<file path="config.mk">
export PLATFORM = sky130hd
export DESIGN_NAME = keypad_scan
export DESIGN_NICKNAME = d
export VERILOG_FILES = /design/src/rtl/keypad_scan.sv
export SDC_FILE = /design/constraint.sdc
export NUM_CORES = 1
export LEC_CHECK = 0
export BUFFER_PORTS_ARGS = -buffer_cell sky130_fd_sc_hd__buf_2
export CAP_MARGIN = 20
export CORE_ASPECT_RATIO = 2
export CORE_MARGIN = 10
export CORE_UTILIZATION = 60
export CTS_BUF_LIST = sky130_fd_sc_hd__clkbuf_8
export DETAILED_ROUTE_END_ITERATION = 10
export GPL_ROUTABILITY_DRIVEN = 0
export PLACE_DENSITY = 0.78
export SKIP_CTS_REPAIR_TIMING = 1
export SYNTH_ARGS = -nofsm -noshare
export SYNTH_HDL_FRONTEND = slang
export SYNTH_SLANG_ARGS = --single-unit
</file>
<file path="constraint.sdc">
create_clock -name clk -period 4.3 [get_ports clk]
set_input_delay 0.645 -clock clk [delete_from_list [all_inputs] [get_ports clk]]
set_output_delay 0.645 -clock clk [all_outputs]
set_load 0.005 [all_outputs]
</file>
<file path="src/rtl/keypad_scan.sv">
// 4x4 matrix keypad scanner: drives one active-low row at a time, reads the columns back,
// debounces a single key and reports it as a one-clock key_valid pulse plus a held flag.
module keypad_scan #(
    parameter int SCAN_DIV       = 100000,
    parameter int DEBOUNCE_TICKS = 20
) (
    input  logic       clk,
    input  logic       rst_n,
    input  logic [3:0] col_in,
    output logic [3:0] row_out,
    output logic [3:0] key_code,
    output logic       key_valid,
    output logic       key_held
);

    localparam int DIV_W = $clog2(SCAN_DIV);
    localparam int CNT_W = $clog2(DEBOUNCE_TICKS);
    localparam logic [DIV_W-1:0] DIV_LAST = DIV_W'(SCAN_DIV - 1);
    localparam logic [CNT_W-1:0] CNT_LAST = CNT_W'(DEBOUNCE_TICKS - 1);

    typedef enum logic [1:0] {
        ST_SCAN,
        ST_DEB,
        ST_HELD
    } state_e;

    state_e           state_q, state_d;
    logic [3:0]       col_meta_q;
    logic [3:0]       col_s_q;
    logic [DIV_W-1:0] div_q, div_d;
    logic [3:0]       row_q, row_d;
    logic [1:0]       lat_row_q, lat_row_d;
    logic [3:0]       lat_col_q, lat_col_d;
    logic [CNT_W-1:0] deb_cnt_q, deb_cnt_d;
    logic [CNT_W-1:0] rel_cnt_q, rel_cnt_d;
    logic [3:0]       key_code_q, key_code_d;
    logic             key_valid_q, key_valid_d;
    logic             key_held_q, key_held_d;

    logic             tick;
    logic             one_low;
    logic [1:0]       row_idx;
    logic [1:0]       lat_col_idx;
    logic [3:0]       row_rot;

    // Columns are asynchronous to clk; two flops before any decision uses them.
    always_ff @(posedge clk or negedge rst_n) begin
        if (!rst_n) begin
            col_meta_q <= 4'hF;
            col_s_q    <= 4'hF;
        end else begin
            col_meta_q <= col_in;
            col_s_q    <= col_meta_q;
        end
    end

    assign tick  = (div_q == DIV_LAST);
    assign div_d = tick ? '0 : div_q + 1'b1;

    assign one_low = ($countones(~col_s_q) == 1);
    assign row_rot = {row_q[2:0], row_q[3]};

    always_comb begin
        row_idx = 2'd0;
        case (row_q)
            4'b1110: row_idx = 2'd0;
            4'b1101: row_idx = 2'd1;
            4'b1011: row_idx = 2'd2;
            4'b0111: row_idx = 2'd3;
            default: row_idx = 2'd0;
        endcase
    end

    always_comb begin
        lat_col_idx = 2'd0;
        case (lat_col_q)
            4'b1110: lat_col_idx = 2'd0;
            4'b1101: lat_col_idx = 2'd1;
            4'b1011: lat_col_idx = 2'd2;
            4'b0111: lat_col_idx = 2'd3;
            default: lat_col_idx = 2'd0;
        endcase
    end

    always_comb begin
        state_d     = state_q;
        row_d       = row_q;
        lat_row_d   = lat_row_q;
        lat_col_d   = lat_col_q;
        deb_cnt_d   = deb_cnt_q;
        rel_cnt_d   = rel_cnt_q;
        key_code_d  = key_code_q;
        key_valid_d = 1'b0;
        key_held_d  = key_held_q;

        if (tick) begin
            case (state_q)
                ST_SCAN: begin
                    // Only a clean single-column hit is latched; ghosting keeps the scan moving.
                    if (one_low) begin
                        lat_row_d = row_idx;
                        lat_col_d = col_s_q;
                        deb_cnt_d = '0;
                        state_d   = ST_DEB;
                    end else begin
                        row_d = row_rot;
                    end
                end
                ST_DEB: begin
                    if (col_s_q == lat_col_q) begin
                        if (deb_cnt_q == CNT_LAST) begin
                            key_code_d  = {lat_row_q, lat_col_idx};
                            key_valid_d = 1'b1;
                            key_held_d  = 1'b1;
                            rel_cnt_d   = '0;
                            state_d     = ST_HELD;
                        end else begin
                            deb_cnt_d = deb_cnt_q + 1'b1;
                        end
                    end else begin
                        state_d = ST_SCAN;
                    end
                end
                ST_HELD: begin
                    // Any low column, even from another key, restarts the release count.
                    if (col_s_q == 4'hF) begin
                        if (rel_cnt_q == CNT_LAST) begin
                            key_held_d = 1'b0;
                            rel_cnt_d  = '0;
                            row_d      = row_rot;
                            state_d    = ST_SCAN;
                        end else begin
                            rel_cnt_d = rel_cnt_q + 1'b1;
                        end
                    end else begin
                        rel_cnt_d = '0;
                    end
                end
                default: begin
                    state_d = ST_SCAN;
                end
            endcase
        end
    end

    always_ff @(posedge clk or negedge rst_n) begin
        if (!rst_n) begin
            state_q     <= ST_SCAN;
            div_q       <= '0;
            row_q       <= 4'b1110;
            lat_row_q   <= 2'd0;
            lat_col_q   <= 4'hF;
            deb_cnt_q   <= '0;
            rel_cnt_q   <= '0;
            key_code_q  <= 4'd0;
            key_valid_q <= 1'b0;
            key_held_q  <= 1'b0;
        end else begin
            state_q     <= state_d;
            div_q       <= div_d;
            row_q       <= row_d;
            lat_row_q   <= lat_row_d;
            lat_col_q   <= lat_col_d;
            deb_cnt_q   <= deb_cnt_d;
            rel_cnt_q   <= rel_cnt_d;
            key_code_q  <= key_code_d;
            key_valid_q <= key_valid_d;
            key_held_q  <= key_held_d;
        end
    end

    assign row_out   = row_q;
    assign key_code  = key_code_q;
    assign key_valid = key_valid_q;
    assign key_held  = key_held_q;

endmodule

</file>
### Yosys cells after proc, flatten, opt, wreduce, memory -nomap -nowiden

Cells that the tools add are included.

* output and inout port bits: 10
* register bits: 53
* word-level logic and storage cells: 83
* bits of input ports: 6

* reductions and logical operators: 11
* eq/ne operators: 22
* $add $sub $neg: 6
* muxes and demuxes: 31
* bitwise operators: 1

Operators with widths (number)
* 5-bit two-way mux: 7
* 4-bit == test (second input constant): 5
* 5-bit case mux with 2 select lines: 2
* 2-bit case mux with 3 select lines: 3
* 17-bit by 1-bit adder with 17-bit output (second input constant): 1
* 17-bit == test (second input constant): 1
* 17-bit two-way mux: 1
* 5-bit AND reduction: 3
* 2-bit != test (second input constant): 7
* 4-bit two-way mux: 3
* 5-bit by 1-bit adder with 5-bit output (second input constant): 2
* 5-bit == test (second input constant): 2
* 2-bit two-way mux: 5
* 4-bit by 3-bit == test with 1-bit output (second input constant): 2
* 1-bit two-way mux: 8
* 4-bit case mux with 2 select lines: 1
* 4-bit AND reduction: 2
* 6-bit AND reduction: 1
* 2-bit nonzero test: 3
* 1-bit by 1-bit adder with 2-bit output: 2
* 4-bit == test: 1
* 4-bit NOT: 1
* 2-bit by 2-bit adder with 3-bit output: 1
* 3-bit by 1-bit == test with 1-bit output (second input constant): 1
* other kinds (6): 6

### Depth between registers and ports, before layout

Gate-level depths: netlist of the first run.

* depth in word-level cells: 6
* gate-level depth with buffers: 9
* mapped depth without buffers: 9

### Least setup slack after synthesis of the first run

OpenSTA, ideal clock, no wires.

* path type: reg2reg
* start point: register col_s_q[0]
* end point: register row_q[0], in the netlist row_out[0]
* required time: 4175 ps
* arrival time: 2331 ps
* setup slack: 1844 ps
* buffers on the path: 0
* cell stages (with the launch flop): 10
* library setup time: 125 ps
* period minus slack after synthesis: 2456 ps
* path through: dfstp_2 > fa_1 > inv_1 > ha_1 > ha_1 > nor2_1 > nand2_1 > mux2i_1 > nor3_1 > mux2_2

* word-level cells in the longest chain between the ends: 6
* elaborated cells between the ends (all ways): 8
* classes of those cells: add/sub (2); eq/ne (4); bitwise (1); reduce/logical (1)

RTL lines
* from (decl): RTL line 29 `logic [3:0] col_s_q;`
* from (signal assigned): RTL line 53 `col_s_q <= col_meta_q;`
* 4-bit NOT: RTL line 60 `assign one_low = ($countones(~col_s_q) == 1);`
* 1-bit by 1-bit adder with 2-bit output (not written as such): RTL line 60
* 2-bit by 2-bit adder with 3-bit output (not written as such): RTL line 60
* 3-bit by 1-bit == test with 1-bit output: RTL line 60
* 2-bit != test (no source line)
* 5-bit AND reduction (no source line) *
* to (signal assigned): RTL line 161 `row_q <= row_d;`
* to (decl): RTL line 31 `logic [3:0] row_q, row_d;`

Mark *: on every way between the ends. The rest lies on a longest branch, timed or not.
A chain may end at the register's enable or synchronous reset.

### Final worst setup path of the first run

Ends and elaborated chain as after synthesis.

==> load_flow_metrics.sql, run 1 <==
INSERT INTO impl_metrics (metric_group, metric, value, unit) VALUES
('grt', 'grt_use_total', '13.9', '%'),
('setup_path', 'crit_start', 'col_s_q[0]$_DFF_PN1_', ''),
('synthesis', 'yosys-top-cells-area', 'dfrtp_1 37%, dfstp_2 15%, mux2_2 5.7%', ''),
('clock_tree', 'insertion_delay', '310', 'ps'),
('grt', 'pin_count_of_the_biggest_net_entering_global_routing', '54', ''),
('detailed_routing', 'remaining_drc_errors', '0', ''),
('clock_tree', 'numCtsBuffers', '5', ''),
('sta', 'timing.setup.tns', '0', 'ps'),
('placement', 'post-dp-hpwl', '3430', 'um'),
('final_layout', 'antenna-diode-count', '0', ''),
('final_layout', 'layout-area-overhead-vs-synth', '9.58', '%'),
('setup_path', 'crit_top_cell', 'ha_1', ''),
('die', 'design.die.area', '0.00743', 'mm2'),
('final_layout', 'layout_commonest_cell', 'dfrtp_1', ''),
('sta', 'fmaxAchievable', '379', 'MHz'),
('die', 'core_area', '0.00413', 'mm2'),
('synthesis', 'syn-mean-instance-area', '11.4', 'um2'),
('min_path', 'hold_path_class', 'reg -> reg', ''),
('setup_path', 'signal_arrival_time_at_the_worst_endpoint', '2850', 'ps'),
('sta', 'post-route-period-util', '61.4', '%'),
('die', 'start_util', '62.0', '%'),
('final_layout', 'fin_nets', '255', ''),
('synthesis', 'synth_seq_area_share', '52.6', '%'),
('setup_path', 'path_cells', 'fa_1 > inv_1 > ha_1 > ha_1 > nor2_1 > nand2_1 > mux2i_1 > nor3_1 > mux2_2', ''),
('die', 'top_level_ports', '16', ''),
('detailed_routing', 'drt_iter0_drc', '48', ''),
('final_layout', 'layout-drive-gt1-share', '24.3', '%'),
('synthesis', 'synth-seq-cells', '53', ''),
('sta', 'finalClockSkew', '12.2', 'ps'),
('clock_tree', 'cts_max_level', '2', ''),
('placement', 'placed_cells', '287', ''),
('setup_path', 'path_max_fanout', '4', ''),
('clock_tree', 'tritoncts', 'yes', ''),
('power_and_ir_drop', 'p_per_area', '318', 'mW/mm2'),
('detailed_routing', 'via_per_inst', '5.91', ''),
('clock_tree', 'clock_path_buffers', '2', ''),
('setup_path', 'worst-endpoint-required', '4510', 'ps'),
('sta', 'hold_slack', '354', 'ps'),
('sta', 'rsz_0062_raised_after_global_routing', 'no', ''),
('placement', 'placement.io_buffers', '15', ''),
('clock_tree', 'clk_root_buffer_cell', 'clkbuf_8', ''),
('setup_path', 'cp-end-kind', 'flop', ''),
('detailed_routing', 'wire_per_inst', '16.4', 'um'),
('setup_path', 'startpoint_type', 'flop', ''),
('setup_path', 'cpMaxStageDelayCell', 'fa_1', ''),
('synthesis', 'yosysTopAreaCellShare', '37.2', '%'),
('sta', 'tightest_slew', '660', 'ps'),
('sta', 'final_max_slew_viol_count', '0', ''),
('clock_tree', 'clock-sinks', '53', ''),
('die', 'dieHeight', '112', 'um'),
('final_layout', 'fillers', '330', ''),
('synthesis', 'yosys_warnings', '0', ''),
('synthesis', 'syn_inst', '224', ''),
('min_path', 'timing.hold.worst.start', 'col_meta_q[3]$_DFF_PN1_', ''),
('synthesis', 'number_of_synthesized_flops_with_an_enable_pin', '0', ''),
('setup_path', 'critical-path-max-stage-delay', '530', 'ps'),
('grt', 'initial_antenna_violation_count', '0', ''),
('synthesis', 'netlist_area', '0.00256', 'mm2'),
('setup_path', 'path_type_of_the_worst_setup_path', 'reg -> reg', ''),
('detailed_routing', 'finalWirelength', '4830', 'um'),
('die', 'number_of_placement_rows', '33', ''),
('status', 'outcome', 'complete, no violations', ''),
('synthesis', 'synth-main-ff-cell', 'dfrtp_1', ''),
('synthesis', 'synthDistinctLibCells', '42', ''),
('final_layout', 'final_cell_count_no_fill', '295', ''),
('power_and_ir_drop', 'worst_ir_drop_vdd', '0.260', 'mV'),
('clock_tree', 'cts.clk_slew.worst_paths', '100', 'ps'),
('power_and_ir_drop', 'leakagePower', '0.00130', 'uW'),
('detailed_routing', 'drt_pass1_iterations', '4', ''),
('grt', 'first_global_vias', '1808', ''),
('sta', 'finalSetupViolCount', '0', '');
## registers in the layout, summed over array words and instances (netlist names)
signal,flops
div_q,17
deb_cnt_q,5
rel_cnt_q,5
col_meta_q,4
col_s_q,4
key_code,4
lat_col_q,4
row_out,4
lat_row_q,2
state_q,2
key_held,1
key_valid,1
## report_power, final
group / switching [uW] / internal [uW]
Combinational: 19.6 / 8.26
Sequential: 3.55 / 505
Clock: 166 / 189
Total: 190 / 703
## worst max-delay path, delay by kind of cell, from the launching register on
family	cells	cell delay (ps)
adders and majority gates	3	960
buffers and inverters	1	40
DFF	1	410
muxes	2	490
and+or+nand+nor	3	640
## worst paths after layout
path | endpoint | slack, ps | cells after the start
max | row_out[0]$_DFFE_PN0P_ | 1660 | 9
min | col_s_q[3]$_DFF_PN1_ | 350 | 0
max reg2reg | row_out[0]$_DFFE_PN0P_ | 1660 | 9
min reg2reg | col_s_q[3]$_DFF_PN1_ | 350 | 0
max in group asynchronous | div_q[13]$_DFF_PN0_ | 3410 | 2
min in group asynchronous | key_code[0]$_DFFE_PN0P_ | 440 | 2
## routing by layer
metal | track usage (%) | vias to the layer above | wire length (um)
li1 | - | 836 | -
met4 | 6.61 | 0 | 105
met3 | 2.79 | 9 | 172
met1 | 14.8 | 865 | 1860
met2 | 24.8 | 32 | 2690
met5 | 0 | - | 0
## cells in the mapped netlist, types with 3 or more instances
master     number
a21oi_1         5
o2bb2ai_1       3
ha_1            6
o21ai_0         8
nand2_1        17
nor3_1          7
xnor2_1        10
nor2_1         18
mux2_2         13
a31oi_1         3
nand3_1         9
inv_1           8
xor2_1         12
nand4_1         8
and3_1          8
dfrtp_1        38
dfstp_2        15
clkbuf_1        4
## metrics by stage
stage	area, um2	total power, uW	worst slack [ps]
after floorplan	2560	530	1840
final	2800	893	1660
after detailed placement	2680	547	1660
after CTS	2800	899	1640
after global routing	2800	922	1530
after global placement	2680	547	1680
## cell families after synthesis
group	Yosys count	synth area share, %
buffers and inverters	13	2.05
AND/OR/NAND/NOR	85	20.2
flip-flops	53	52.6
adder cells (fa/ha/maj)	7	3.72
XOR/XNOR	22	7.53
multiplexers	15	6.50
AO/OA/AOI/OAI	29	7.38
## layout make-up
| cell class | count | area (um2) | share of cell area [%] |
|---|---|---|---|
| timing repair buffer | 16 | 82.6 | 2.95 |
| clock buffer | 6 | 82.6 | 2.95 |
| inverter | 8 | 30.0 | 1.07 |
| tap | 52 | 65.1 | 2.32 |
| clock inverter | 2 | 37.5 | 1.34 |
| multi-input combinational | 158 | 1160 | 41.4 |
| sequential | 53 | 1350 | 48.0 |
Note: power is estimated with default switching activity, not from simulation.
==> run 2, diff against run 1 <==
CORE_UTILIZATION = 56   (was 60)
PLACE_DENSITY = 0.76   (was 0.78)
clock period = 2.3 ns   (was 4.3 ns; I/O delays follow)
==> load_flow_metrics.sql, run 2 (synthesized netlist as in run 1, its figures left out) <==
INSERT INTO impl_metrics (metric_group, metric, value, unit) VALUES
('status', 'outcome', 'complete, but fails checks', ''),
('status', 'failed_checks', 'negative setup slack', ''),
('clock_tree', 'insertion_delay', '310', 'ps'),
('detailed_routing', 'drt_iter0_drc', '60', ''),
('detailed_routing', 'via_per_inst', '5.91', ''),
('flow_run', 'maxCapViolations', '0', ''),
('die', 'number_of_placement_rows', '34', ''),
('sta', 'final_max_slew_viol_count', '0', ''),
('die', 'top_level_ports', '16', ''),
('grt', 'grt_pass1_wl', '8440', 'um'),
('final_layout', 'fin_nets', '268', ''),
('detailed_routing', 'number_of_routed_nets_with_antenna_violations', '0', ''),
('grt', 'pin_count_of_the_biggest_net_entering_global_routing', '26', ''),
('detailed_routing', 'vias_after_detailed_routing', '1831', ''),
('sta', 'finalClockSkew', '7.36', 'ps'),
('sta', 'rsz_0062_raised_after_global_routing', 'yes', ''),
('placement', 'placement.cell_area', '0.00277', 'mm2'),
('power_and_ir_drop', 'p_per_area', '570', 'mW/mm2'),
('clock_tree', 'clk_root_buffer_cell', 'clkbuf_8', ''),
('setup_path', 'path_max_fanout', '4', ''),
('final_layout', 'layout-area-overhead-vs-synth', '15.7', '%'),
('setup_path', 'crit_start', 'col_s_q[3]$_DFF_PN1_', ''),
('clock_tree', 'cts.clk_slew.worst_paths', '90', 'ps'),
('setup_path', 'setup.reg_to_reg.worst_slack', '-60', 'ps'),
('final_layout', 'largest_register_ffs', '17', ''),
('power_and_ir_drop', 'total_power', '1690', 'uW'),
('power_and_ir_drop', 'sw_frac_of_total', '20.8', '%'),
('final_layout', 'antenna-diode-count', '0', ''),
('grt', 'overflow', '0', ''),
('final_layout', 'layout_top_registers', 'div_q: 17 flops, deb_cnt_q: 5 flops, rel_cnt_q: 5 flops', ''),
('power_and_ir_drop', 'cellInternalPower', '1340', 'uW'),
('clock_tree', 'cts_max_level', '2', ''),
('sta', 'tightest_slew', '541', 'ps'),
('final_layout', 'registers.top_by_ff_count', 'div_q', ''),
('sta', 'fmaxAchievable', '424', 'MHz'),
('die', 'start_util', '58.4', '%'),
('clock_tree', 'clock_path_buffers', '2', ''),
('sta', 'max_slew_margin', '63.9', '%'),
('power_and_ir_drop', 'relative_contribution_of_the_clock_network_to_total_power', '38.1', '%'),
('grt', 'initial_antenna_violation_count', '0', ''),
('grt', 'grt_use_total', '13.6', '%'),
('detailed_routing', 'wire_per_inst', '16.1', 'um'),
('final_layout', 'layout_commonest_cell', 'dfrtp_1', ''),
('final_layout', 'layout-drive-gt1-share', '30.1', '%'),
('sta', 'finalSetupViolCount', '7', ''),
('grt', 'first_global_vias', '1871', ''),
('die', 'design.die.area', '0.00784', 'mm2'),
('detailed_routing', 'remaining_drc_errors', '0', ''),
('power_and_ir_drop', 'leakagePower', '0.00139', 'uW'),
('sta', 'finalCriticalPeriod', '2360', 'ps'),
('power_and_ir_drop', 'power.share.combinational', '5.7', '%'),
('placement', 'placement.io_buffers', '15', ''),
('detailed_routing', 'finalWirelength', '4990', 'um'),
('sta', 'worst_slack', '-56.1', 'ps'),
('power_and_ir_drop', 'worst_ir_drop_vdd', '0.391', 'mV'),
('setup_path', 'cp-end-kind', 'flop', ''),
('power_and_ir_drop', 'net_switching_component_of_the_power', '351', 'uW'),
('setup_path', 'timing.rr.start', 'col_s_q[3]$_DFF_PN1_', ''),
('final_layout', 'finalInstanceArea', '0.00296', 'mm2'),
('placement', 'place_worst_setup_slack', '-167', 'ps'),
('die', 'core_area', '0.00438', 'mm2'),
('placement', 'post-dp-hpwl', '3730', 'um'),
('power_and_ir_drop', 'seq_power_share', '56.2', '%'),
('sta', 'finalHoldViolations', '0', ''),
('sta', 'post-route-period-util', '102', '%'),
('setup_path', 'startpoint_type', 'flop', ''),
('clock_tree', 'numCtsBuffers', '5', ''),
('setup_path', 'signal_arrival_time_at_the_worst_endpoint', '2590', 'ps'),
('die', 'dieHeight', '116', 'um'),
('die', 'horizontal_extent_of_the_die', '67.8', 'um'),
('setup_path', 'path_type_of_the_worst_setup_path', 'reg -> reg', ''),
('clock_tree', 'tritoncts', 'yes', ''),
('min_path', 'hold_path_class', 'in -> async', ''),
('final_layout', 'most-common-layout-cells', '38 x dfrtp_1, 17 x nor2_1, 16 x nand2_1, 15 x dfstp_2, 15 x buf_2', ''),
('sta', 'hold_slack', '13.2', 'ps'),
('setup_path', 'worst-endpoint-required', '2540', 'ps'),
('clock_tree', 'clock-sinks', '53', ''),
('detailed_routing', 'drt_pass1_iterations', '4', '');
## run 2: cell types whose count changed in the layout (fill, tap and decap cells not counted), moves of 2 or more
cell,change
mux2_4,+4
ha_1,-2
mux2_2,-4
o21ai_0,-2
buf_4,+13
ha_4,+2
o21ai_1,+2
## run 2: layout make-up
type / count / area [um2]
clock inverters: 2 / 33.8
inverters: 8 / 30.0
fillers: 347 / 1420
well taps: 54 / 67.6
flip-flops and latches: 53 / 1350
repair buffers: 29 / 180
clock buffers: 6 / 82.6
multi-input cells: 158 / 1220
## run 2: worst max-delay path: stages, from the launching register on
cell     delay (ps)
dfstp_2         550
fa_1            420
inv_2            70
ha_4            130
ha_4            200
nor2_4          100
nand2_4          80
nor4_4          230
buf_4           200
mux2_4          300
## run 2: path summary, 6_finish.rpt
path	to	depth (start not counted)
setup / recovery	lat_col_q[2]$_DFFE_PN1P_	9
hold / removal	key_code[3]$_DFFE_PN0P_	1
setup reg to reg	lat_col_q[2]$_DFFE_PN1P_	9
hold reg to reg	col_s_q[0]$_DFF_PN1_	0
max in group asynchronous	col_meta_q[1]$_DFF_PN1_	2
min in group clk	col_meta_q[0]$_DFF_PN1_	1
## run 2: power groups by stage
| stage | logic, uW | registers (uW) | clock network [uW] |
|---|---|---|---|
| after CTS | 67.3 | 949 | 660 |
| after detailed placement | 67.3 | 967 | 0 |
| after global routing | 106 | 951 | 698 |
| after floorplan | 24.9 | 967 | 0 |
| after global placement | 67.1 | 966 | 0 |
| final | 95.7 | 949 | 643 |
## run 2: stage by stage
step                utilization (%)  std cells  setup TNS [ps]
global placement               63.1        299           -1150
finish                         67.6        310            -254
floorplan                         -        224            -229
global route                   67.6        310           -1210
detailed placement             63.1        299           -1310
CTS                            65.8        307           -1370
## run 2: metal layers
layer | GRT usage [%] | share of wire (%)
met5 | 0 | 0
met4 | 6.88 | 3.1
met3 | 2.22 | 3.5
met2 | 24.6 | 56
met1 | 14.3 | 37
==> run 3, diff against run 2 <==
HOLD_SLACK_MARGIN = 0.12   (was unset)
==> load_flow_metrics.sql, run 3 (synthesized netlist as in run 1, its figures left out) <==
INSERT INTO impl_metrics (metric_group, metric, value, unit) VALUES
('status', 'outcome', 'complete, but fails checks', ''),
('status', 'failed_checks', 'negative setup slack', ''),
('setup_path', 'worstPathBufferInverterCount', '2', ''),
('final_layout', 'most-common-layout-cells', '38 x dfrtp_1, 17 x nor2_1, 16 x nand2_1, 15 x dfstp_2, 15 x buf_2', ''),
('detailed_routing', 'drt_iter0_drc', '78', ''),
('min_path', 'holdPathStages', '0', ''),
('setup_path', 'worst-endpoint-required', '2540', 'ps'),
('clock_tree', 'numCtsBuffers', '5', ''),
('sta', 'finalHoldViolations', '0', ''),
('final_layout', 'layout-drive-gt1-share', '29.5', '%'),
('power_and_ir_drop', 'p_per_area', '564', 'mW/mm2'),
('sta', 'max_slew_margin', '63.1', '%'),
('sta', 'rsz_0062_raised_after_global_routing', 'yes', ''),
('sta', 'hold_slack', '356', 'ps'),
('clock_tree', 'tritoncts', 'yes', ''),
('power_and_ir_drop', 'total_power', '1700', 'uW'),
('detailed_routing', 'wire_per_inst', '16.0', 'um'),
('clock_tree', 'clock_path_buffers', '2', ''),
('die', 'top_level_ports', '16', ''),
('detailed_routing', 'via_per_inst', '5.87', ''),
('detailed_routing', 'drt_pass1_iterations', '4', ''),
('power_and_ir_drop', 'worst_ir_drop_vdd', '0.391', 'mV'),
('grt', 'initial_antenna_violation_count', '0', ''),
('sta', 'post-route-period-util', '103', '%'),
('setup_path', 'cp_num_cells', '9', ''),
('setup_path', 'path_type_of_the_worst_setup_path', 'reg -> reg', ''),
('grt', 'overflow', '0', ''),
('setup_path', 'cp-end-kind', 'flop', ''),
('sta', 'tightest_slew', '553', 'ps'),
('setup_path', 'path_max_fanout', '4', ''),
('die', 'design.die.area', '0.00784', 'mm2'),
('sta', 'timing.setup.tns', '-289', 'ps'),
('grt', 'pin_count_of_the_biggest_net_entering_global_routing', '26', ''),
('final_layout', 'layout-area-overhead-vs-synth', '17.7', '%'),
('placement', 'post-dp-hpwl', '3730', 'um'),
('sta', 'worst_slack', '-62.3', 'ps'),
('final_layout', 'fin_nets', '273', ''),
('setup_path', 'signal_arrival_time_at_the_worst_endpoint', '2600', 'ps'),
('setup_path', 'path_cells', 'fa_1 > inv_2 > ha_4 > ha_4 > nor2_4 > nand2_4 > nor4_4 > buf_4 > mux2_4', ''),
('detailed_routing', 'number_of_routed_nets_with_antenna_violations', '0', ''),
('die', 'start_util', '58.4', '%'),
('clock_tree', 'insertion_delay', '310', 'ps'),
('setup_path', 'worst-r2r-cell-count', '9', ''),
('sta', 'finalCriticalPeriod', '2360', 'ps'),
('die', 'horizontal_extent_of_the_die', '67.8', 'um'),
('placement', 'placement.io_buffers', '15', ''),
('final_layout', 'area.sequential', '0.00135', 'mm2'),
('sta', 'finalSetupViolCount', '8', ''),
('setup_path', 'largest_delay_contributor_family_on_the_critical_path', 'adder cells', ''),
('setup_path', 'crit_top_cell', 'ha_4', ''),
('setup_path', 'critical-path-max-stage-delay', '550', 'ps'),
('clock_tree', 'cts_max_level', '2', ''),
('setup_path', 'cpMaxStageDelayCell', 'dfstp_2', ''),
('clock_tree', 'cts.clk_slew.worst_paths', '90', 'ps'),
('sta', 'fmaxAchievable', '423', 'MHz'),
('setup_path', 'startpoint_type', 'flop', ''),
('die', 'dieHeight', '116', 'um'),
('clock_tree', 'clock-sinks', '53', ''),
('sta', 'finalClockSkew', '5.61', 'ps'),
('min_path', 'hold_path_class', 'reg -> reg', ''),
('die', 'core_area', '0.00438', 'mm2'),
('grt', 'grt_use_total', '13.6', '%'),
('die', 'number_of_placement_rows', '34', ''),
('sta', 'final_max_slew_viol_count', '0', ''),
('final_layout', 'antenna-diode-count', '0', ''),
('final_layout', 'registers.top_by_ff_count', 'div_q', ''),
('final_layout', 'largest_register_ffs', '17', ''),
('final_layout', 'multi_input_area', '0.00122', 'mm2'),
('detailed_routing', 'finalWirelength', '5050', 'um'),
('final_layout', 'layout_top_registers', 'div_q: 17 flops, deb_cnt_q: 5 flops, rel_cnt_q: 5 flops', ''),
('power_and_ir_drop', 'leakagePower', '0.00141', 'uW'),
('grt', 'grt_pass1_wl', '8440', 'um'),
('flow_run', 'maxCapViolations', '0', ''),
('detailed_routing', 'remaining_drc_errors', '0', ''),
('final_layout', 'fillers', '340', ''),
('grt', 'first_global_vias', '1871', ''),
('detailed_routing', 'vias_after_detailed_routing', '1850', ''),
('clock_tree', 'clk_root_buffer_cell', 'clkbuf_8', ''),
('final_layout', 'layout_commonest_cell', 'dfrtp_1', '');
run 3: changes by cell type in the layout (fill, tap and decap cells not counted), sizes merged:
cell,change
dlygate4sd3,+5
run 3: path summary, 6_finish.rpt:
kind	startpoint	slack [ps]	end
max in group asynchronous	rst_n	1050	col_s_q[3]$_DFF_PN1_
min	col_meta_q[0]$_DFF_PN1_	360	col_s_q[0]$_DFF_PN1_
max reg2reg	col_s_q[3]$_DFF_PN1_	-60	lat_col_q[2]$_DFFE_PN1P_
min in group asynchronous	rst_n	560	key_code[1]$_DFFE_PN0P_
max	col_s_q[3]$_DFF_PN1_	-60	lat_col_q[2]$_DFFE_PN1P_
min reg2reg	col_meta_q[0]$_DFF_PN1_	360	col_s_q[0]$_DFF_PN1_
run 3: per-layer routing:
metal | up-vias | track usage [%] | wire length (um)
li1 | 876 | - | -
met1 | 936 | 14.3 | 1890
met2 | 26 | 24.6 | 2850
met3 | 12 | 2.22 | 173
met4 | 0 | 6.88 | 130
met5 | - | 0 | 0
run 3: cell type report:
type,count,share of cell area (%)
repair buffers,34,7.65
clock buffers,6,2.74
flip-flops and latches,53,44.7
inverters,8,0.998
clock inverters,2,1.12
multi-input cells,158,40.6
well taps,54,2.24
run 3: power by group:
part / internal [uW] / switching [uW]
Sequential: 945 / 4.62
Combinational: 47.0 / 55.4
Clock: 351 / 295
run 3: stage by stage:
stage               util [%]  setup WS (ps)  instance area (um2)  instances
floorplan                  -          -48.5                 2560        224
global placement        63.1           -156                 2770        299
detailed placement      63.1           -167                 2770        299
CTS                     65.8           -173                 2880        307
global route            68.7           -164                 3010        315
finish                  68.7          -62.3                 3010        315
